===== config.mk =====
export PLATFORM = sky130hd
export DESIGN_NAME = bip_control_unit
export DESIGN_NICKNAME = d
export VERILOG_FILES = /design/src/rtl/bip_pkg.sv /design/src/rtl/bip_control_unit_program_counter.sv /design/src/rtl/bip_control_unit.sv
export SDC_FILE = /design/constraint.sdc
export NUM_CORES = 1
export LEC_CHECK = 0
export ABC_AREA = 1
export ABC_CLOCK_PERIOD_IN_PS = 1500
export CAP_MARGIN = 15
export CORE_MARGIN = 5
export CORE_UTILIZATION = 46
export CTS_CLUSTER_SIZE = 10
export DETAILED_ROUTE_END_ITERATION = 7
export PLACE_DENSITY = 0.75
export SLEW_MARGIN = 20
export SYNTH_ARGS = -nofsm -noshare
export SYNTH_HDL_FRONTEND = slang
export SYNTH_SLANG_ARGS = --single-unit

===== constraint.sdc =====
create_clock -name clk -period 1.5 [get_ports clk]
set_input_delay 0.375 -clock clk [delete_from_list [all_inputs] [get_ports clk]]
set_output_delay 0.375 -clock clk [all_outputs]
set_load 0.02 [all_outputs]

===== src/rtl/bip_pkg.sv =====
// -----------------------------------------------------------------------------
// bip_pkg
//   Shared constants for the accumulator CPU control unit: field widths,
//   opcode values, datapath select/ALU encodings and FSM state encoding.
//   No ports; imported by program_counter and bip_control_unit.
// -----------------------------------------------------------------------------
package bip_pkg;

  // Default field widths.
  localparam int unsigned PC_W    = 11;
  localparam int unsigned INSTR_W = 16;
  localparam int unsigned OPC_W   = 5;
  localparam int unsigned CNT_W   = 32;

  // Opcodes (instr[15:11]). Anything from 5'b01000 upward executes as NOP.
  localparam logic [4:0] OPC_HLT  = 5'b00000;
  localparam logic [4:0] OPC_STO  = 5'b00001;
  localparam logic [4:0] OPC_LD   = 5'b00010;
  localparam logic [4:0] OPC_LDI  = 5'b00011;
  localparam logic [4:0] OPC_ADD  = 5'b00100;
  localparam logic [4:0] OPC_ADDI = 5'b00101;
  localparam logic [4:0] OPC_SUB  = 5'b00110;
  localparam logic [4:0] OPC_SUBI = 5'b00111;

  // Accumulator source select.
  localparam logic [1:0] SEL_IN  = 2'b00;
  localparam logic [1:0] SEL_IMM = 2'b01;
  localparam logic [1:0] SEL_ALU = 2'b10;

  // ALU operation.
  localparam logic ALU_ADD = 1'b0;
  localparam logic ALU_SUB = 1'b1;

  // FSM state encoding.
  localparam logic [1:0] ST_FETCH  = 2'b00;
  localparam logic [1:0] ST_DECODE = 2'b01;
  localparam logic [1:0] ST_MEM    = 2'b10;
  localparam logic [1:0] ST_HALT   = 2'b11;

  // Instructions that need a data-RAM read and therefore a MEM cycle.
  function automatic logic is_mem_op(input logic [4:0] opc);
    return (opc == OPC_LD) || (opc == OPC_ADD) || (opc == OPC_SUB);
  endfunction

endpackage


===== src/rtl/bip_control_unit_program_counter.sv =====
// -----------------------------------------------------------------------------
// program_counter
//   Program counter register. Increments by one when inc is high and wraps
//   modulo 2**WIDTH.
// Ports
//   clk    in  1      system clock
//   rst_n  in  1      asynchronous active-low reset (pc -> 0)
//   inc    in  1      advance pc this cycle
//   pc     out WIDTH  current program address
// -----------------------------------------------------------------------------
module program_counter
  import bip_pkg::*;
#(
  parameter int unsigned WIDTH = PC_W
) (
  input  logic             clk,
  input  logic             rst_n,
  input  logic             inc,
  output logic [WIDTH-1:0] pc
);

  logic [WIDTH-1:0] pc_q;
  logic [WIDTH-1:0] pc_d;

  // Natural overflow of the adder provides the wrap to zero.
  always_comb begin
    pc_d = inc ? pc_q + WIDTH'(1) : pc_q;
  end

  // NOTE: state registers use non-blocking assignments so every flop samples
  // the pre-edge value of its inputs regardless of block ordering.
  always_ff @(posedge clk or negedge rst_n) begin
    if (!rst_n) pc_q <= '0;
    else        pc_q <= pc_d;
  end

  assign pc = pc_q;

endmodule


===== src/rtl/bip_control_unit.sv =====
// -----------------------------------------------------------------------------
// bip_control_unit
//   Control side of the accumulator CPU. Fetches instructions from a
//   synchronous program ROM, decodes them, drives datapath strobes and the
//   data-RAM read/write requests, detects HLT and counts executed cycles.
// Ports
//   clk        in   1            system clock
//   rst_n      in   1            asynchronous active-low reset
//   enable     in   1            1 = advance this cycle, 0 = full stall
//   prog_addr  out  PC_WIDTH     program ROM address (= pc)
//   instr      in   INSTR_WIDTH  ROM data, valid the cycle after prog_addr
//   operand    out  11           datapath operand / RAM address
//   sel_a      out  2            accumulator source (in_data/imm/alu)
//   sel_b      out  1            ALU B source: 1 operand, 0 in_data
//   op         out  1            ALU op: 0 add, 1 sub
//   wr_acc     out  1            accumulator write strobe
//   rd_ram     out  1            data RAM read request
//   wr_ram     out  1            data RAM write strobe
//   halted     out  1            high while in HALT
//   cycle_cnt  out  CNT_WIDTH    enabled, non-halted cycles since reset
// -----------------------------------------------------------------------------
module bip_control_unit
  import bip_pkg::*;
#(
  parameter int unsigned PC_WIDTH    = PC_W,
  parameter int unsigned INSTR_WIDTH = INSTR_W,
  parameter int unsigned OPC_WIDTH   = OPC_W,
  parameter int unsigned CNT_WIDTH   = CNT_W
) (
  input  logic                               clk,
  input  logic                               rst_n,
  input  logic                               enable,
  output logic [PC_WIDTH-1:0]                prog_addr,
  input  logic [INSTR_WIDTH-1:0]             instr,
  output logic [INSTR_WIDTH-OPC_WIDTH-1:0]   operand,
  output logic [1:0]                         sel_a,
  output logic                               sel_b,
  output logic                               op,
  output logic                               wr_acc,
  output logic                               rd_ram,
  output logic                               wr_ram,
  output logic                               halted,
  output logic [CNT_WIDTH-1:0]               cycle_cnt
);

  localparam int unsigned OPND_WIDTH = INSTR_WIDTH - OPC_WIDTH;

  logic [1:0]             state_q, state_d;
  logic [INSTR_WIDTH-1:0] ir_q, ir_d;
  logic [CNT_WIDTH-1:0]   cnt_q, cnt_d;
  logic [PC_WIDTH-1:0]    pc;
  logic                   pc_inc;

  logic                   wr_acc_raw, wr_ram_raw, rd_ram_raw;
  logic [OPC_WIDTH-1:0]   instr_opc, ir_opc;

  assign instr_opc = instr[INSTR_WIDTH-1 -: OPC_WIDTH];
  assign ir_opc    = ir_q[INSTR_WIDTH-1 -: OPC_WIDTH];

  program_counter #(
    .WIDTH (PC_WIDTH)
  ) u_pc (
    .clk   (clk),
    .rst_n (rst_n),
    .inc   (pc_inc),
    .pc    (pc)
  );

  // NOTE: every signal written here gets a default first; a path that left
  // one unassigned would infer a latch.
  always_comb begin
    state_d    = state_q;
    ir_d       = ir_q;
    pc_inc     = 1'b0;
    operand    = ir_q[OPND_WIDTH-1:0];
    sel_a      = SEL_IN;
    sel_b      = 1'b0;
    op         = ALU_ADD;
    wr_acc_raw = 1'b0;
    wr_ram_raw = 1'b0;
    rd_ram_raw = 1'b0;
    halted     = 1'b0;

    case (state_q)
      ST_FETCH: state_d = ST_DECODE;

      ST_DECODE: begin
        ir_d    = instr;
        operand = instr[OPND_WIDTH-1:0];
        if (instr_opc == OPC_HLT) begin
          state_d = ST_HALT;
        end else if (is_mem_op(instr_opc)) begin
          rd_ram_raw = 1'b1;
          state_d    = ST_MEM;
        end else begin
          pc_inc  = 1'b1;
          state_d = ST_FETCH;
          case (instr_opc)
            OPC_LDI: begin
              wr_acc_raw = 1'b1;
              sel_a      = SEL_IMM;
            end
            OPC_ADDI, OPC_SUBI: begin
              wr_acc_raw = 1'b1;
              sel_a      = SEL_ALU;
              sel_b      = 1'b1;
              op         = (instr_opc == OPC_SUBI) ? ALU_SUB : ALU_ADD;
            end
            OPC_STO: wr_ram_raw = 1'b1;
            default: ;  // NOP
          endcase
        end
      end

      ST_MEM: begin
        // RAM data for the operand address is on in_data now.
        wr_acc_raw = 1'b1;
        pc_inc     = 1'b1;
        state_d    = ST_FETCH;
        if (ir_opc != OPC_LD) begin
          sel_a = SEL_ALU;
          op    = (ir_opc == OPC_SUB) ? ALU_SUB : ALU_ADD;
        end
      end

      default: halted = 1'b1;  // ST_HALT: absorbing
    endcase

    // A stalled cycle changes nothing.
    if (!enable) begin
      state_d = state_q;
      ir_d    = ir_q;
      pc_inc  = 1'b0;
    end

    cnt_d = (enable && state_q != ST_HALT) ? cnt_q + CNT_WIDTH'(1) : cnt_q;
  end

  always_ff @(posedge clk or negedge rst_n) begin
    if (!rst_n) begin
      state_q <= ST_FETCH;
      ir_q    <= '0;
      cnt_q   <= '0;
    end else begin
      state_q <= state_d;
      ir_q    <= ir_d;
      cnt_q   <= cnt_d;
    end
  end

  // Write strobes only fire on cycles that advance. The read request is kept
  // up through a MEM stall so in_data keeps presenting the operand's data.
  assign wr_acc    = wr_acc_raw & enable;
  assign wr_ram    = wr_ram_raw & enable;
  assign rd_ram    = enable ? rd_ram_raw : (state_q == ST_MEM);
  assign prog_addr = pc;
  assign cycle_cnt = cnt_q;

endmodule


==> summary.md <==
| Metric | Value |
|---|---|
| Vias in the first global route | ~3600 |
| Final ANT Viol Nets | 0 |
| # setup viols final | 41 |
| Final HPWL DP | around 7.2 mm |
| Largest net degree at the start of global routing | 62 |
| Post-synth top area share | approximately 43% |
| Die Height | 97.7 um |
| H-Tree Depth | 3 |
| Worst Tran Pin Value | roughly 340 ps |
| Proportion of layout cells with a drive suffix above 1 | about a third |
| Total CTS buffers | 9 |
| Seq/Total Area, Yosys | a little over two fifths |
| Hold Crit Class | primary input to async pin |
| RSZ-0062 raised after global routing | true |
| WS Path Type | flip-flop to output port |
| Crit start category | flip-flop |
| DR iter-0 viols | a little under 200 |
| Fillcell total | 552 |
| Layout Utilization | about three quarters |
| # DRC | 0 |
| Crit. End Element | output port |
| Vias | roughly 3700 |
| Leak | 0.00268 uW |
| Slowest CP cell | dfrtp_1 |
| Yosys reg bits | between 60 and 70 |
| Nets@finish | 685 |
| Max_slew headroom | 77.0% |
| CTS Sinks | between 60 and 70 |
| Starting Density | a little under half |
| Hold_buf cts | 0 |
| Syn Inst Count | roughly 500 |
| Top cell by count, worst path | buf_6 |
| Crit-path max cell delay | between 300 and 400 ps |
| Design area | 5610 um2 |
| Failing checks | setup timing |
| DP Worst Slack | -1010 ps |
| Tmin final | 2030 ps |
| Fin worst setup slack | -527 ps |
| Diode count | 0 |
| Largest cells by area after synthesis | dfrtp_1 43%, nand2_1 21%, inv_1 6.4% |
| Pwr per Cell Area | ~1100 nW/um2 |
| Gpl congestion | about 0.85 |
| Final WL | between 10 and 15 mm |
| Commonest non-fill, non-tap cells in the layout | 189 x nand2_1, 71 x buf_4, 55 x dfrtp_1 |
| Fin Clk Skew | 9.99 ps |
| Clock buffer depth | 2 |
| IO Port Bufs | 80 |
| Area Overhead vs Synth | 58.7% |
| Initial antenna violation count | 0 |
| CTS tree | yes |
| Die area | 9540 um2 |
| Clock Pin Slew Worst Setup and Hold Paths | ~70 ps |
| Period utilization | 135% |
| Synth cell types | 26 |
| Biggest area consumer among synthesized cells | dfrtp_1 |
| Max Transition Viols Final | 0 |
| Most common cell after layout, fill and taps aside | nand2_1 |
| Via/cell ratio | 4.89 |
| First-pass GRT wire length | around 16 mm |
| First-pass detailed-route iteration total | 5 |
| Chip width | 97.7 um |
| Status | finished with violations |
| Global route total overflow | 0 |
| Mapped Area | 3540 um2 |
| Drt wl/cell | about 13 um |
| Clock root cell | clkbuf_8 |
| Core Area | 7610 um2 |
| Area after DPL | slightly above 5000 um2 |
| # IOs | approximately 80 |
| Number of synthesis warnings | 0 |
| Worst-Skew Late Latency | 340 ps |
| Syn Nets | between 500 and 600 |
| Hold slack final | between 20 and 30 ps |
| CP arrival | around 1700 ps |
| Fmax | about 500 MHz |
| Cell Chain, Critical Path | inv_2 -> ha_4 -> buf_6 -> nand2_1 -> o32ai_4 -> buf_6 |
| Rows | 32 |
| GR Util All Layers | a little over a fifth |
| Largest delay contributor family on the critical path | flip-flops |
| Mean area per synthesized cell | roughly 7.0 um2 |
| CP bufs+invs | 3 |
| Max-Cap Viols | 0 |
| Crit path max fanout | 4 |
| Final Hold Vio Count | 0 |
| Req. time, crit path | approximately 1100 ps |
| Maximum VDD drop | ~0.96 mV |
-- layout make-up --
cell class	count	area, um2	area share (%)
multi-input combinational	372	2180	38.9
timing repair inverter	1	7.51	0.134
clock buffer	11	151	2.70
sequential	61	1530	27.3
inverter	62	243	4.32
clock inverter	4	47.5	0.847
tap	102	128	2.27
timing repair buffer	154	1320	23.5
-- Yosys cell counts --
cell type / n
a21oi_1: 4
buf_1: 1
clkbuf_1: 6
dfrtp_1: 61
ha_1: 5
inv_1: 60
inv_2: 2
nand2_1: 199
nand2_2: 1
nand2_4: 1
nand3_1: 23
nand3_4: 2
nand3b_1: 4
nand4_1: 5
nor2_1: 60
nor2_2: 1
nor2_4: 3
nor2_8: 1
nor3_1: 5
nor4_1: 1
o21ai_0: 32
o21bai_1: 1
o22ai_1: 1
o32ai_1: 1
xnor2_1: 8
xor2_1: 14
-- path summary, 6_finish.rpt --
path / startpoint / end / slack [ps] / cells after the start
setup / recovery: state_q[1] / rd_ram / -530 / 6
hold / removal: rst_n / ir_q[4] / 30 / 2
setup reg to reg: state_q[0] / cycle_cnt[11] / -140 / 8
hold reg to reg: ir_q[11] / ir_q[11] / 480 / 2
max in group asynchronous: rst_n / cycle_cnt[15] / 1170 / 2
min in group clk: ir_q[11] / ir_q[11] / 480 / 2
-- stage by stage --
stage | power, uW | cells | setup TNS [ps]
finish | 6230 | 767 | -8750
CTS | 6060 | 759 | -8730
global route | 6590 | 767 | -13640
floorplan | 3500 | 502 | -783
global placement | 4510 | 740 | -28480
detailed placement | 4580 | 740 | -31060
-- power breakdown --
part           switching, uW  total (uW)  internal, uW
registers                270        2230          1960
logic                   1390        2520          1130
clock network            639        1480           843
total                   2290        6230          3930
-- worst register-to-register path: cells and delay by family (launching register included) --
kind	cells	cell delay [ps]
and+or+nand+nor	4	490
DFF	1	420
buffers and inverters	2	310
adders and majority gates	1	180
xor gates and xnor gates	1	150
-- layer usage --
layer / track usage, % / routed length (um) / up-vias
met4: 5.86 / 181 / 0
met1: 27.1 / 4400 / 1742
li1: - / - / 1873
met5: 0 / 0 / -
met3: 4.45 / 537 / 25
met2: 34.9 / 4990 / 107
-- kinds of logic after synthesis --
group,Yosys count,synth area share [%]
xor+xnor,22,5.45
fa+ha+maj,5,1.77
flops,61,43.2
simple gates,306,36.6
compound gates,39,5.73
buf+inv,69,7.32
-- what timing repair did --
item | CTS | global route
setup buffers | 4 | 11
cloned | 1 | 0
endpoints found under the setup margin | 90 | 104
pin swaps | 9 | 14
resized for setup | 189 | 83
-- sequential cells by signal, summed over array words and instances (netlist names) --
| register | count |
|---|---|
| cycle_cnt | 32 |
| state_q | 2 |
| u_pc.pc | 11 |
| ir_q | 16 |
Note: power is estimated with default switching activity, not from simulation.
